===== src/rtl/axis_dac_streamer.sv =====
// AXI-Stream to parallel DAC streamer: buffers samples in a FIFO and plays them out at a programmable rate.
// Define AXIS_DAC_STREAMER_SATURATE_EN to clamp the offset arithmetic instead of wrapping it.
module axis_dac_streamer #(
    parameter int DATA_W     = 8,
    parameter int FIFO_DEPTH = 16,
    parameter int DIV_W      = 16
) (
    input  logic                        aclk,
    input  logic                        aresetn,
    input  logic [DATA_W-1:0]           S_AXIS_tdata,
    input  logic                        S_AXIS_tvalid,
    output logic                        S_AXIS_tready,
    input  logic [DATA_W-1:0]           Offset,
    input  logic                        Invert,
    input  logic [DIV_W-1:0]            Rate_Div,
    input  logic                        Underrun_Clr,
    output logic [DATA_W-1:0]           DAC_Data,
    output logic                        DAC_CLK,
    output logic                        Underrun,
    output logic [$clog2(FIFO_DEPTH):0] Fifo_Level
);
    localparam int AW = $clog2(FIFO_DEPTH);
    localparam int LW = AW + 1;
    localparam logic [AW:0] HALF_LEVEL = LW'(FIFO_DEPTH / 2);
    localparam logic [AW:0] FULL_LEVEL = LW'(FIFO_DEPTH);

    localparam logic [1:0] ST_IDLE    = 2'd0;
    localparam logic [1:0] ST_RUN     = 2'd1;
    localparam logic [1:0] ST_STARVED = 2'd2;

    logic [DATA_W-1:0] r_mem [FIFO_DEPTH];
    logic [AW-1:0]     r_wrPtr;
    logic [AW-1:0]     r_rdPtr;
    logic [AW:0]       r_level;
    logic              r_readyEn;
    logic [1:0]        r_state;
    logic [DIV_W-1:0]  r_cnt;
    logic [DATA_W-1:0] r_dacData;
    logic              r_dacClk;
    logic              r_underrun;

    logic              w_full;
    logic              w_empty;
    logic              w_halfFull;
    logic              w_push;
    logic              w_pop;
    logic              w_tick;
    logic              w_starve;
    logic [DIV_W-1:0]  w_rate;
    logic [DIV_W-1:0]  w_half;
    logic [DATA_W-1:0] w_head;
    logic [DATA_W-1:0] w_sample;

    // A divider of 0 would make every cycle a tick, so it is promoted to 1.
    assign w_rate     = (Rate_Div < DIV_W'(2)) ? DIV_W'(1) : Rate_Div;
    assign w_half     = w_rate >> 1;
    assign w_full     = (r_level == FULL_LEVEL);
    assign w_empty    = (r_level == '0);
    assign w_halfFull = (r_level >= HALF_LEVEL);
    assign w_push     = S_AXIS_tvalid && S_AXIS_tready;
    assign w_tick     = (r_state != ST_IDLE) && (r_cnt >= w_rate);
    assign w_pop      = (r_state == ST_RUN) && w_tick && !w_empty;
    assign w_starve   = (r_state == ST_RUN) && w_tick && w_empty;
    assign w_head     = r_mem[r_rdPtr];

`ifdef AXIS_DAC_STREAMER_SATURATE_EN
    logic [DATA_W:0] w_sum;
    logic [DATA_W:0] w_diff;

    assign w_sum    = {1'b0, Offset} + {1'b0, w_head};
    assign w_diff   = {1'b0, Offset} - {1'b0, w_head};
    assign w_sample = Invert ? (w_diff[DATA_W] ? '0 : w_diff[DATA_W-1:0])
                             : (w_sum[DATA_W]  ? '1 : w_sum[DATA_W-1:0]);
`else
    assign w_sample = Invert ? (Offset - w_head) : (Offset + w_head);
`endif

    assign S_AXIS_tready = r_readyEn && !w_full;
    assign Fifo_Level    = r_level;
    assign DAC_Data      = r_dacData;
    assign DAC_CLK       = r_dacClk;
    assign Underrun      = r_underrun;

    always_ff @(posedge aclk) begin
        if (w_push) begin
            r_mem[r_wrPtr] <= S_AXIS_tdata;
        end
    end

    always_ff @(posedge aclk) begin
        if (!aresetn) begin
            r_wrPtr   <= '0;
            r_rdPtr   <= '0;
            r_level   <= '0;
            r_readyEn <= 1'b0;
        end else begin
            r_readyEn <= 1'b1;
            if (w_push) begin
                r_wrPtr <= r_wrPtr + AW'(1);
            end
            if (w_pop) begin
                r_rdPtr <= r_rdPtr + AW'(1);
            end
            if (w_push && !w_pop) begin
                r_level <= r_level + LW'(1);
            end else if (w_pop && !w_push) begin
                r_level <= r_level - LW'(1);
            end
        end
    end

    // The strobe falls with each tick and rises mid-period, so data is stable before the rising edge.
    always_ff @(posedge aclk) begin
        if (!aresetn) begin
            r_state   <= ST_IDLE;
            r_cnt     <= '0;
            r_dacData <= '0;
            r_dacClk  <= 1'b0;
        end else begin
            case (r_state)
                ST_IDLE: begin
                    r_cnt     <= '0;
                    r_dacData <= '0;
                    r_dacClk  <= 1'b0;
                    if (w_halfFull) begin
                        r_state <= ST_RUN;
                    end
                end
                ST_RUN, ST_STARVED: begin
                    if (w_tick) begin
                        r_cnt    <= '0;
                        r_dacClk <= 1'b0;
                    end else begin
                        r_cnt <= r_cnt + DIV_W'(1);
                        if (r_cnt == w_half) begin
                            r_dacClk <= 1'b1;
                        end
                    end
                    if (w_pop) begin
                        r_dacData <= w_sample;
                    end
                    if (w_starve) begin
                        r_state <= ST_STARVED;
                    end else if ((r_state == ST_STARVED) && w_halfFull) begin
                        r_state <= ST_RUN;
                    end
                end
                default: begin
                    r_state <= ST_IDLE;
                end
            endcase
        end
    end

    always_ff @(posedge aclk) begin
        if (!aresetn) begin
            r_underrun <= 1'b0;
        end else if (w_starve) begin
            r_underrun <= 1'b1;
        end else if (Underrun_Clr) begin
            r_underrun <= 1'b0;
        end
    end

endmodule


===== config.mk =====
export PLATFORM = sky130hd
export DESIGN_NAME = axis_dac_streamer
export DESIGN_NICKNAME = d
export VERILOG_FILES = /design/src/rtl/axis_dac_streamer.sv
export SDC_FILE = /design/constraint.sdc
export NUM_CORES = 1
export LEC_CHECK = 0
export BUFFER_PORTS_ARGS = -buffer_cell sky130_fd_sc_hd__buf_2
export CAP_MARGIN = 5
export CORE_MARGIN = 2
export CORE_UTILIZATION = 40
export CTS_BUF_LIST = sky130_fd_sc_hd__clkbuf_4 sky130_fd_sc_hd__clkbuf_8
export CTS_CLUSTER_SIZE = 14
export DETAILED_ROUTE_END_ITERATION = 12
export PLACE_DENSITY = 0.7
export SLEW_MARGIN = 10
export SYNTH_ARGS = -nofsm -noshare
export SYNTH_HDL_FRONTEND = slang
export SYNTH_SLANG_ARGS = --single-unit

===== constraint.sdc =====
create_clock -name aclk -period 3.9 [get_ports aclk]
set_clock_uncertainty 0.1 [all_clocks]
set_input_delay 0.78 -clock aclk [delete_from_list [all_inputs] [get_ports aclk]]
set_output_delay 0.78 -clock aclk [all_outputs]
set_load 0.01 [all_outputs]

Word level (Yosys, flattened, before mapping)
Memories as Yosys holds them, arrays and structs flattened. A register that Yosys moved wholly into a read port is not among the register bits.
Index checks and enable logic that the tools add are counted.

operators by class
  $add $sub $neg = 7
  order comparisons = 3
  equality and inequality tests = 8
  muxes and demuxes = 22
  reductions and logical operators = 23

operators by type and width
  operator               count
  $mux 16                2
  $pmux 16 s2            1
  $add 16x1->16 const B  1
  $eq 16x15->1           1
  $ge 16x16->1           1
  $lt 16x2->1 const B    1
  $mux 8                 2
  $pmux 8 s2             1
  $mux 5                 2
  $logic_and 1x1->1      9
  $add 4x1->4 const B    2
  $add 8x8->8            1
  $mux 4                 2
  $reduce_bool 2->1      4
  $sub 8x8->8            1
  $mux 1                 7
  $mux 2                 3
  $ne 3x3->1 const B     2
  $reduce_and 2->1       3
  $add 5x1->5 const B    1
  $eq 5x5->1 const B     1
  $ge 5x4->1 const B     1
  $logic_not 5->1        1
  $sub 5x1->5 const B    1
  8 further kinds        12

storage, ports and cells
  bits in registers = 42
  memory bits (writable) = 128
  output and inout bits = 16
  word-level logic and storage cells = 73
  memories = 1

memories
  memory  depth  bits a word  rd ports  clocked after Yosys merged registers in  wr ports  line  source
  r_mem   16     8            1         1                                        1         31    logic [DATA_W-1:0] r_mem [FIFO_DEPTH];

Longest topological paths before layout
Gate-level depths: netlist of run 1.

  depth in word-level cells = 9
  mapped depth = 18
  gate-level depth less buffers = 17

Worst setup path after synthesis of run 1
OpenSTA, ideal clock, no wires.

  kind = input-to-reg
  from = input port Rate_Div[6]
  to = register r_level[4] (netlist: Fifo_Level[4])
  library setup time = 0.070 ns
  arrival time = 3.825 ns
  data required time = 3.730 ns
  path slack = -0.095 ns
  stages on the path = 16
  buffers on the path = 0
  path through = nor4_1 > a41o_1 > ha_1 > nor2b_1 > o21ai_0 > a21oi_1 > and3b_1 > o211ai_1 > ha_1 > inv_1 > fa_1 > a21o_1 > a21oi_1 > xnor2_1 > or3_1 > a21oi_1

between the ends
  word-level cells in the longest chain between the ends = 9
  elaborated cells on any way between the ends = 11
  classes of those cells = order compare: 2; mux: 2; reduce/logical: 7

ends and longest elaborated chain
  element                                      line  source
  from (decl)                                  15    input logic [DIV_W-1:0] Rate_Div,
  $lt 16x2->1                                  55    assign w_rate = (Rate_Div < DIV_W'(2)) ? DIV_W'(1) : Rate_Div;
  $mux 16 (*)                                  55
  $ge 16x16->1 (*)                             61    assign w_tick = (r_state != ST_IDLE) && (r_cnt >= w_rate);
  $logic_and 1x1->1 (*)                        61
  $logic_and 1x1->1 (*) (2 in a row)           62    assign w_pop = (r_state == ST_RUN) && w_tick && !w_empty;
  $logic_not 1->1                              104   if (w_push && !w_pop) begin
  $logic_and 1x1->1                            104
  $mux 5 or $reduce_bool 2->1 (tied branches)  n/a
  to (signal assigned)                         105   r_level <= r_level + LW'(1);
  to (signal assigned)                         107   r_level <= r_level - LW'(1);
  to (decl)                                    34    logic [AW:0] r_level;

Every way passes the cells marked *; elsewhere a longest branch is shown, timed or not.
A chain may end at the register's enable or synchronous reset.

==> impl_metrics.xml, run 1 <==
<?xml version="1.0" encoding="UTF-8"?>
<metrics>
  <group name="outcome">
    <metric name="outcome" unit="">complete, no violations</metric>
  </group>
  <group name="cells_and_area">
    <metric name="syn_to_final_growth" unit="%">17.8</metric>
    <metric name="finalNetCount" unit="">761</metric>
    <metric name="finalNonFillerCells" unit="">963</metric>
    <metric name="post_route_cells_drive_above_1_share" unit="%">27.4</metric>
  </group>
  <group name="floorplanning">
    <metric name="die_h" unit="um">146</metric>
    <metric name="fp-row-count" unit="">51</metric>
    <metric name="die-area" unit="mm2">0.0212</metric>
    <metric name="io_pins" unit="">53</metric>
    <metric name="coreArea" unit="mm2">0.0196</metric>
    <metric name="start_util" unit="%">40.9</metric>
    <metric name="chipWidth" unit="um">146</metric>
  </group>
  <group name="detailed_routing">
    <metric name="detailedRoute.firstPassIterationCount" unit="">5</metric>
    <metric name="ant_nets" unit="">0</metric>
    <metric name="drt_iter0_markers" unit="">372</metric>
    <metric name="avgRoutedWirePerCell" unit="um">17.2</metric>
    <metric name="remaining_drc_errors" unit="">0</metric>
    <metric name="routed_wl" unit="um">16600</metric>
    <metric name="vias_per_cell" unit="">5.17</metric>
    <metric name="detailroute.via_count" unit="">4983</metric>
  </group>
  <group name="cts">
    <metric name="cts.root.buffer_cell" unit="">sky130_fd_sc_hd__clkbuf_8</metric>
    <metric name="tritoncts.num_buffers" unit="">17</metric>
    <metric name="ctsLongestPathBuffers" unit="">2</metric>
    <metric name="cts.sink_count" unit="">174</metric>
    <metric name="worst_skew_pair.late_latency" unit="ns">0.45</metric>
    <metric name="tritoncts" unit="">built</metric>
    <metric name="htree_levels" unit="">4</metric>
    <metric name="cts_hold_repair.buffers" unit="">0</metric>
    <metric name="clk_transition_reported_paths" unit="ns">0.09</metric>
  </group>
  <group name="critical_path">
    <metric name="worst_path_largest_cell_delay" unit="ns">0.59</metric>
    <metric name="timing.critical_path.required" unit="ns">4.18</metric>
    <metric name="timing.critical_path.max_delay_family" unit="">multiplexers</metric>
    <metric name="timing.setup.critical_path_class" unit="">flop to flop</metric>
    <metric name="worstPathCellList" unit="">mux4_1, a22oi_2, nand2_1, inv_1, ha_1, mux2_2, fa_2, nor2b_4, o21ai_2, a21oi_2, o21a_1, nor3_1, or3b_2, a21oi_2</metric>
    <metric name="timing.critical_path.mode_cell" unit="">sky130_fd_sc_hd__a21oi_2</metric>
    <metric name="crit_path_start_kind" unit="">flop</metric>
    <metric name="critical_path.endpoint_type" unit="">flop</metric>
    <metric name="slowest_stage" unit="">sky130_fd_sc_hd__mux4_1</metric>
    <metric name="worst-endpoint-arrival" unit="ns">4.00</metric>
    <metric name="worst-path-buf-inv" unit="">1</metric>
    <metric name="crit_fanout" unit="">6</metric>
  </group>
  <group name="synth">
    <metric name="yosys_register_bits" unit="">174</metric>
    <metric name="ys_warn_count" unit="">0</metric>
    <metric name="post_synth_instance_area" unit="mm2">0.00802</metric>
    <metric name="ys_seq_area_share" unit="%">59.4</metric>
    <metric name="post_synth.cell_area_avg" unit="um2">13.7</metric>
    <metric name="postSynth.asyncResetShare" unit="%">0</metric>
    <metric name="synth_top_cells_by_area" unit="">sky130_fd_sc_hd__edfxtp_1 (48%), sky130_fd_sc_hd__dfxtp_1 (11%), sky130_fd_sc_hd__mux4_2 (6.7%)</metric>
    <metric name="synthesis.instances" unit="">584</metric>
    <metric name="synth-edff-count" unit="">128</metric>
    <metric name="synth-main-ff-cell" unit="">sky130_fd_sc_hd__edfxtp_1</metric>
    <metric name="netlist-cell-type-count" unit="">56</metric>
    <metric name="yosys.area.top_type_share" unit="%">47.9</metric>
    <metric name="netlist.top_cell.by_area" unit="">sky130_fd_sc_hd__edfxtp_1</metric>
    <metric name="synth.net_count" unit="">661</metric>
  </group>
  <group name="global_route">
    <metric name="grt_pass1_wl" unit="um">26300</metric>
    <metric name="via_count_of_the_first_global_routing_pass" unit="">5092</metric>
    <metric name="global_route.usage.total" unit="%">16.0</metric>
    <metric name="antenna_found_initial" unit="">1</metric>
    <metric name="maximum_number_of_pins_on_one_net_before_global_route_repair" unit="">26</metric>
    <metric name="grt.overflow.total" unit="">0</metric>
  </group>
  <group name="timing">
    <metric name="final-setup-viol-count" unit="">0</metric>
    <metric name="final.period_utilization" unit="%">95.3</metric>
    <metric name="slew_viol_final" unit="">0</metric>
    <metric name="final_hold_viol_count" unit="">0</metric>
    <metric name="period_needed" unit="ns">3.72</metric>
    <metric name="hold_slack" unit="ns">0.371</metric>
    <metric name="worst_slew_pin_slew" unit="ns">0.935</metric>
    <metric name="timing.slew.headroom" unit="%">37.5</metric>
    <metric name="max_freq" unit="MHz">269</metric>
    <metric name="unrepaired_setup_endpoints_after_global_routing" unit="">no</metric>
  </group>
  <group name="pwr">
    <metric name="pleak" unit="nW">3.50</metric>
    <metric name="peakVddDrop" unit="mV">0.247</metric>
    <metric name="cell_pwr_density" unit="mW/mm2">395</metric>
  </group>
  <group name="worst_hold_path">
    <metric name="hold_path.class" unit="">flop to flop</metric>
  </group>
  <group name="placed_design">
    <metric name="routability_congestion_estimate_from_global_placement" unit="">0.854</metric>
    <metric name="io_buffer_count" unit="">52</metric>
    <metric name="hpwl" unit="um">11700</metric>
    <metric name="numPlacedInstances" unit="">926</metric>
  </group>
  <group name="run">
    <metric name="timing.max_cap.violations" unit="">0</metric>
  </group>
</metrics>
==> routing by layer <==
metal	track usage, %	routed length, um	up-vias
li1	-	-	2376
met1	19.9	7340	2467
met2	27.8	8270	116
met3	3.29	719	24
met4	5.59	254	0
met5	0	0	-
==> cells in the mapped netlist, types with 4 or more instances <==
master                       n
sky130_fd_sc_hd__edfxtp_1  128
sky130_fd_sc_hd__nor2_1     59
sky130_fd_sc_hd__dfxtp_1    46
sky130_fd_sc_hd__ha_1       38
sky130_fd_sc_hd__inv_1      33
sky130_fd_sc_hd__a21oi_1    25
sky130_fd_sc_hd__mux4_2     24
sky130_fd_sc_hd__nand2_1    24
sky130_fd_sc_hd__xnor2_1    23
sky130_fd_sc_hd__xor2_1     23
sky130_fd_sc_hd__clkbuf_1   13
sky130_fd_sc_hd__a22oi_1    12
sky130_fd_sc_hd__o21ai_0    11
sky130_fd_sc_hd__and3_1     10
sky130_fd_sc_hd__nand4_1    10
sky130_fd_sc_hd__nand3_1     9
sky130_fd_sc_hd__mux4_1      8
sky130_fd_sc_hd__nand2b_1    8
sky130_fd_sc_hd__nor2b_1     7
sky130_fd_sc_hd__nor3_1      7
sky130_fd_sc_hd__nor4_1      5
sky130_fd_sc_hd__o21a_1      5
sky130_fd_sc_hd__a21o_1      4
sky130_fd_sc_hd__buf_2       4
sky130_fd_sc_hd__mux2i_1     4
==> sequential cells by signal (all words and copies together) (netlist names), named ones only <==
register,cells
Underrun,1
r_wrPtr,4
Fifo_Level,5
r_state,2
r_readyEn,1
r_cnt,16
DAC_CLK,1
DAC_Data,8
r_rdPtr,4
r_mem,128
==> final cells by class <==
cell class / count / area [um2]
diodes: 1 / 2.50
clock buffers: 19 / 249
clock inverters: 13 / 191
fillers: 1675 / 10100
inverters: 33 / 124
multi-input cells: 356 / 3110
flip-flops and latches: 174 / 4770
well taps: 265 / 332
repair buffers: 102 / 667
==> worst paths after layout <==
check                                           endpoint  depth (start not counted)  slack, ns             startpoint
worst max-delay path            DAC_Data[6]$_SDFFE_PN0P_                         14       0.18                   flop
worst max register to register  DAC_Data[6]$_SDFFE_PN0P_                         14       0.18                   flop
worst min register to register     Underrun$_SDFFE_PN0P_                          2       0.37  Underrun$_SDFFE_PN0P_
worst min-delay path               Underrun$_SDFFE_PN0P_                          2       0.37  Underrun$_SDFFE_PN0P_
==> power breakdown <==
part           internal [mW]  switching (mW)  leakage (nW)
Sequential              2.00          0.0186          1.53
Clock                  0.680           0.690         0.224
Combinational          0.153           0.191          1.75
Total                   2.83           0.900          3.50
==> worst reg2reg max path, cell delays in order, from the launching register on <==
cell                      delay, ns
sky130_fd_sc_hd__dfxtp_4       0.44
sky130_fd_sc_hd__mux4_1        0.60
sky130_fd_sc_hd__a22oi_2       0.25
sky130_fd_sc_hd__nand2_1       0.11
sky130_fd_sc_hd__inv_1         0.08
sky130_fd_sc_hd__ha_1          0.22
sky130_fd_sc_hd__mux2_2        0.30
sky130_fd_sc_hd__fa_2          0.42
sky130_fd_sc_hd__nor2b_4       0.13
sky130_fd_sc_hd__o21ai_2       0.07
sky130_fd_sc_hd__a21oi_2       0.14
sky130_fd_sc_hd__o21a_1        0.14
sky130_fd_sc_hd__nor3_1        0.04
sky130_fd_sc_hd__or3b_2        0.45
sky130_fd_sc_hd__a21oi_2       0.15
==> cells in the final DEF (no fill, tap or decap), types with 7 or more instances in the layout <==
cell,instances
sky130_fd_sc_hd__edfxtp_1,128
sky130_fd_sc_hd__o21ai_0,9
sky130_fd_sc_hd__nand2_1,22
sky130_fd_sc_hd__xor2_1,23
sky130_fd_sc_hd__xnor2_1,23
sky130_fd_sc_hd__mux4_2,30
sky130_fd_sc_hd__buf_2,52
sky130_fd_sc_hd__nor2_1,59
sky130_fd_sc_hd__a21oi_1,22
sky130_fd_sc_hd__nor3_1,7
sky130_fd_sc_hd__buf_4,45
sky130_fd_sc_hd__nand2b_1,8
sky130_fd_sc_hd__inv_1,32
sky130_fd_sc_hd__clkbuf_8,17
sky130_fd_sc_hd__a22oi_1,9
sky130_fd_sc_hd__nand3_1,9
sky130_fd_sc_hd__ha_1,37
sky130_fd_sc_hd__nand4_1,10
sky130_fd_sc_hd__and3_1,10
sky130_fd_sc_hd__dfxtp_1,45
==> kinds of logic after synthesis <==
family	synth area share, %
DFF	59.4
and+or+nand+nor	9.46
AOI/OAI and AO/OA	6.35
buffers and inverters	2.87
xor gates and xnor gates	5.31
adders and majority gates	6.43
muxes	10.1
==> stage by stage <==
step	area, um2	worst slack [ns]	util (%)	total power [mW]	TNS [ns]
final	9450	0.184	48.2	3.73	0
after global routing	9440	0.00480	48.2	3.88	0
after CTS	9360	0.0265	47.8	3.75	0
after detailed placement	8910	-0.112	45.5	2.39	-0.207
after global placement	8910	-0.0605	45.5	2.37	-0.0605
after floorplan	8060	-0.0105	-	2.26	-0.0105
==> repair_timing <==
| action | CTS | global route |
|---|---|---|
| gates cloned | 0 | 0 |
| buffers inserted | 1 | 3 |
| pin swaps | 4 | 6 |
| gates resized for setup | 8 | 19 |
| setup endpoints to repair | 1 | 3 |
Power figures use the tool's default switching activity.
==> run 2: changes to the inputs <==
==> constraint.sdc (replaced) <==
create_clock -name aclk -period 3.1 [get_ports aclk]
set_clock_uncertainty 0.1 [all_clocks]
set_input_delay 0.62 -clock aclk [delete_from_list [all_inputs] [get_ports aclk]]
set_output_delay 0.62 -clock aclk [all_outputs]
set_load 0.01 [all_outputs]
==> impl_metrics.xml, run 2 (synthesis results as in run 1) <==
<?xml version="1.0" encoding="UTF-8"?>
<metrics>
  <group name="cells_and_area">
    <metric name="antenna_cells" unit="">0</metric>
    <metric name="most_used_cells_in_the_layout_excluding_fill_and_tap_cells" unit="">sky130_fd_sc_hd__edfxtp_1 (128), sky130_fd_sc_hd__buf_4 (96), sky130_fd_sc_hd__nor2_1 (59)</metric>
    <metric name="post_route_cells_drive_above_1_share" unit="%">34.6</metric>
    <metric name="largest_reg_by_ff_count" unit="">r_mem</metric>
    <metric name="final_design_area_no_fill" unit="mm2">0.00994</metric>
    <metric name="sequential_cell_area" unit="mm2">0.00477</metric>
    <metric name="layout_commonest_cell" unit="">sky130_fd_sc_hd__edfxtp_1</metric>
    <metric name="area_of_the_multi_input_gates" unit="mm2">0.00322</metric>
    <metric name="finalNetCount" unit="">814</metric>
    <metric name="largest_register_ffs" unit="">128</metric>
    <metric name="fill_cells" unit="">1641</metric>
    <metric name="syn_to_final_growth" unit="%">24.0</metric>
  </group>
  <group name="floorplanning">
    <metric name="start_util" unit="%">40.9</metric>
    <metric name="chipWidth" unit="um">146</metric>
    <metric name="io_pins" unit="">53</metric>
    <metric name="die_h" unit="um">146</metric>
    <metric name="die-area" unit="mm2">0.0212</metric>
    <metric name="fp-row-count" unit="">51</metric>
    <metric name="coreArea" unit="mm2">0.0196</metric>
  </group>
  <group name="timing">
    <metric name="unrepaired_setup_endpoints_after_global_routing" unit="">yes</metric>
    <metric name="worst_slew_pin_slew" unit="ns">0.880</metric>
    <metric name="period_needed" unit="ns">3.59</metric>
    <metric name="max_freq" unit="MHz">278</metric>
    <metric name="final_hold_viol_count" unit="">0</metric>
    <metric name="timing.slew.headroom" unit="%">41.3</metric>
    <metric name="slew_viol_final" unit="">0</metric>
    <metric name="final.period_utilization" unit="%">116</metric>
    <metric name="final-setup-viol-count" unit="">8</metric>
    <metric name="setup_slack" unit="ns">-0.492</metric>
    <metric name="setup_total_negative_slack" unit="ns">-2.31</metric>
  </group>
  <group name="global_route">
    <metric name="antenna_found_initial" unit="">0</metric>
    <metric name="maximum_number_of_pins_on_one_net_before_global_route_repair" unit="">26</metric>
    <metric name="grt_pass1_wl" unit="um">28300</metric>
    <metric name="grt.overflow.total" unit="">0</metric>
    <metric name="global_route.usage.total" unit="%">17.1</metric>
    <metric name="via_count_of_the_first_global_routing_pass" unit="">5511</metric>
  </group>
  <group name="detailed_routing">
    <metric name="remaining_drc_errors" unit="">0</metric>
    <metric name="detailedRoute.firstPassIterationCount" unit="">4</metric>
    <metric name="vias_per_cell" unit="">5.07</metric>
    <metric name="avgRoutedWirePerCell" unit="um">17.0</metric>
    <metric name="routed_wl" unit="um">17200</metric>
    <metric name="drt_iter0_markers" unit="">309</metric>
    <metric name="detailroute.via_count" unit="">5136</metric>
    <metric name="ant_nets" unit="">0</metric>
  </group>
  <group name="outcome">
    <metric name="violations" unit="">setup timing</metric>
    <metric name="outcome" unit="">finished, violations left</metric>
  </group>
  <group name="critical_path">
    <metric name="timing.setup.critical_path_class" unit="">flop to flop</metric>
    <metric name="timing.critical_path.required" unit="ns">3.37</metric>
    <metric name="crit_fanout" unit="">5</metric>
    <metric name="worst-endpoint-arrival" unit="ns">3.86</metric>
    <metric name="crit_path_start_kind" unit="">flop</metric>
    <metric name="critical_path.endpoint_type" unit="">flop</metric>
  </group>
  <group name="cts">
    <metric name="cts.sink_count" unit="">174</metric>
    <metric name="cts.root.buffer_cell" unit="">sky130_fd_sc_hd__clkbuf_8</metric>
    <metric name="htree_levels" unit="">4</metric>
    <metric name="tritoncts.num_buffers" unit="">17</metric>
    <metric name="ctsLongestPathBuffers" unit="">2</metric>
    <metric name="clk_transition_reported_paths" unit="ns">0.09</metric>
    <metric name="tritoncts" unit="">built</metric>
    <metric name="worst_skew_pair.late_latency" unit="ns">0.46</metric>
  </group>
  <group name="placed_design">
    <metric name="routability_congestion_estimate_from_global_placement" unit="">0.885</metric>
    <metric name="io_buffer_count" unit="">52</metric>
    <metric name="place_area" unit="mm2">0.00934</metric>
    <metric name="hpwl" unit="um">12700</metric>
  </group>
  <group name="run">
    <metric name="timing.max_cap.violations" unit="">0</metric>
  </group>
  <group name="pwr">
    <metric name="peakVddDrop" unit="mV">0.275</metric>
    <metric name="cell_pwr_density" unit="mW/mm2">455</metric>
    <metric name="pleak" unit="nW">3.76</metric>
  </group>
  <group name="worst_hold_path">
    <metric name="hold_path.class" unit="">input port to flop</metric>
  </group>
</metrics>
## run 2: cell types whose count changed in the layout (fill, tap and decap cells not counted), moves of 3 or more
cell	before	now
sky130_fd_sc_hd__buf_2	52	46
sky130_fd_sc_hd__clkinvlp_4	1	4
sky130_fd_sc_hd__ha_4	0	4
sky130_fd_sc_hd__buf_4	45	96
sky130_fd_sc_hd__buf_6	3	9
sky130_fd_sc_hd__ha_1	37	33
sky130_fd_sc_hd__inv_1	32	29
sky130_fd_sc_hd__bufinv_16	3	0
## run 2: layout make-up
cell class	instances	area share [%]
Tap cell	265	3.34
Inverter	33	1.27
Multi-Input combinational cell	356	32.4
Clock buffer	18	2.43
Clock inverter	13	1.30
Timing Repair Buffer	155	11.3
Sequential cell	174	48.0
## run 2: per-stage QoR
| step | hold WS [ns] | setup WS (ns) | utilization [%] | cells | total power [mW] |
|---|---|---|---|---|---|
| floorplan | 0.359 | -0.651 | - | 584 | 2.85 |
| global placement | 0.350 | -0.736 | 47.7 | 979 | 3.04 |
| detailed placement | 0.355 | -0.840 | 47.7 | 979 | 3.06 |
| CTS | 0.271 | -0.502 | 50.2 | 1013 | 4.54 |
| global route | 0.286 | -0.664 | 50.7 | 1014 | 4.71 |
| finish | 0.299 | -0.492 | 50.7 | 1014 | 4.52 |
## run 2: path summary, 6_finish.rpt
path                                          startpoint                       end  slack, ns  cells after the start
worst max-delay path                                flop  DAC_Data[7]$_SDFFE_PN0P_      -0.49                     16
worst min-delay path                             aresetn         r_readyEn$_DFF_P_       0.30                      1
worst max register to register                      flop  DAC_Data[7]$_SDFFE_PN0P_      -0.49                     16
worst min register to register  DAC_Data[3]$_SDFFE_PN0P_  DAC_Data[3]$_SDFFE_PN0P_       0.37                      2
## run 2: timing repair
action                     4_1_cts  5_1_grt
setup endpoints to repair        9        9
setup buffers                    4        2
resized for setup               20       22
hold buffers                     0        0
pin swaps                       21       16
## run 2: metal layers
metal,wire length (um),vias up,track usage [%]
li1,-,2482,-
met1,7230,2525,21.3
met2,8940,115,30.1
met3,891,14,3.48
met4,193,0,5.29
met5,0,-,0
## run 2: worst max-delay path, stage by stage, from the launching register on
cell and delay (ns):
sky130_fd_sc_hd__dfxtp_4 0.42, sky130_fd_sc_hd__buf_12 0.12, sky130_fd_sc_hd__mux4_2 0.50, sky130_fd_sc_hd__a22oi_2 0.27, sky130_fd_sc_hd__nand2_2 0.11, sky130_fd_sc_hd__inv_2 0.08, sky130_fd_sc_hd__ha_4 0.18, sky130_fd_sc_hd__mux2_4 0.29
sky130_fd_sc_hd__inv_2 0.07, sky130_fd_sc_hd__ha_4 0.19, sky130_fd_sc_hd__nor2b_4 0.12, sky130_fd_sc_hd__o21ai_2 0.12, sky130_fd_sc_hd__nand2b_1 0.11, sky130_fd_sc_hd__a311oi_2 0.35, sky130_fd_sc_hd__a21oi_2 0.09, sky130_fd_sc_hd__xnor3_1 0.19
sky130_fd_sc_hd__o31ai_2 0.20
## run 2: report_power, final
part,internal [mW],switching (mW),total [mW]
sequential,2.52,0.0226,2.54
clock,0.596,0.864,1.46
combinational,0.252,0.269,0.521
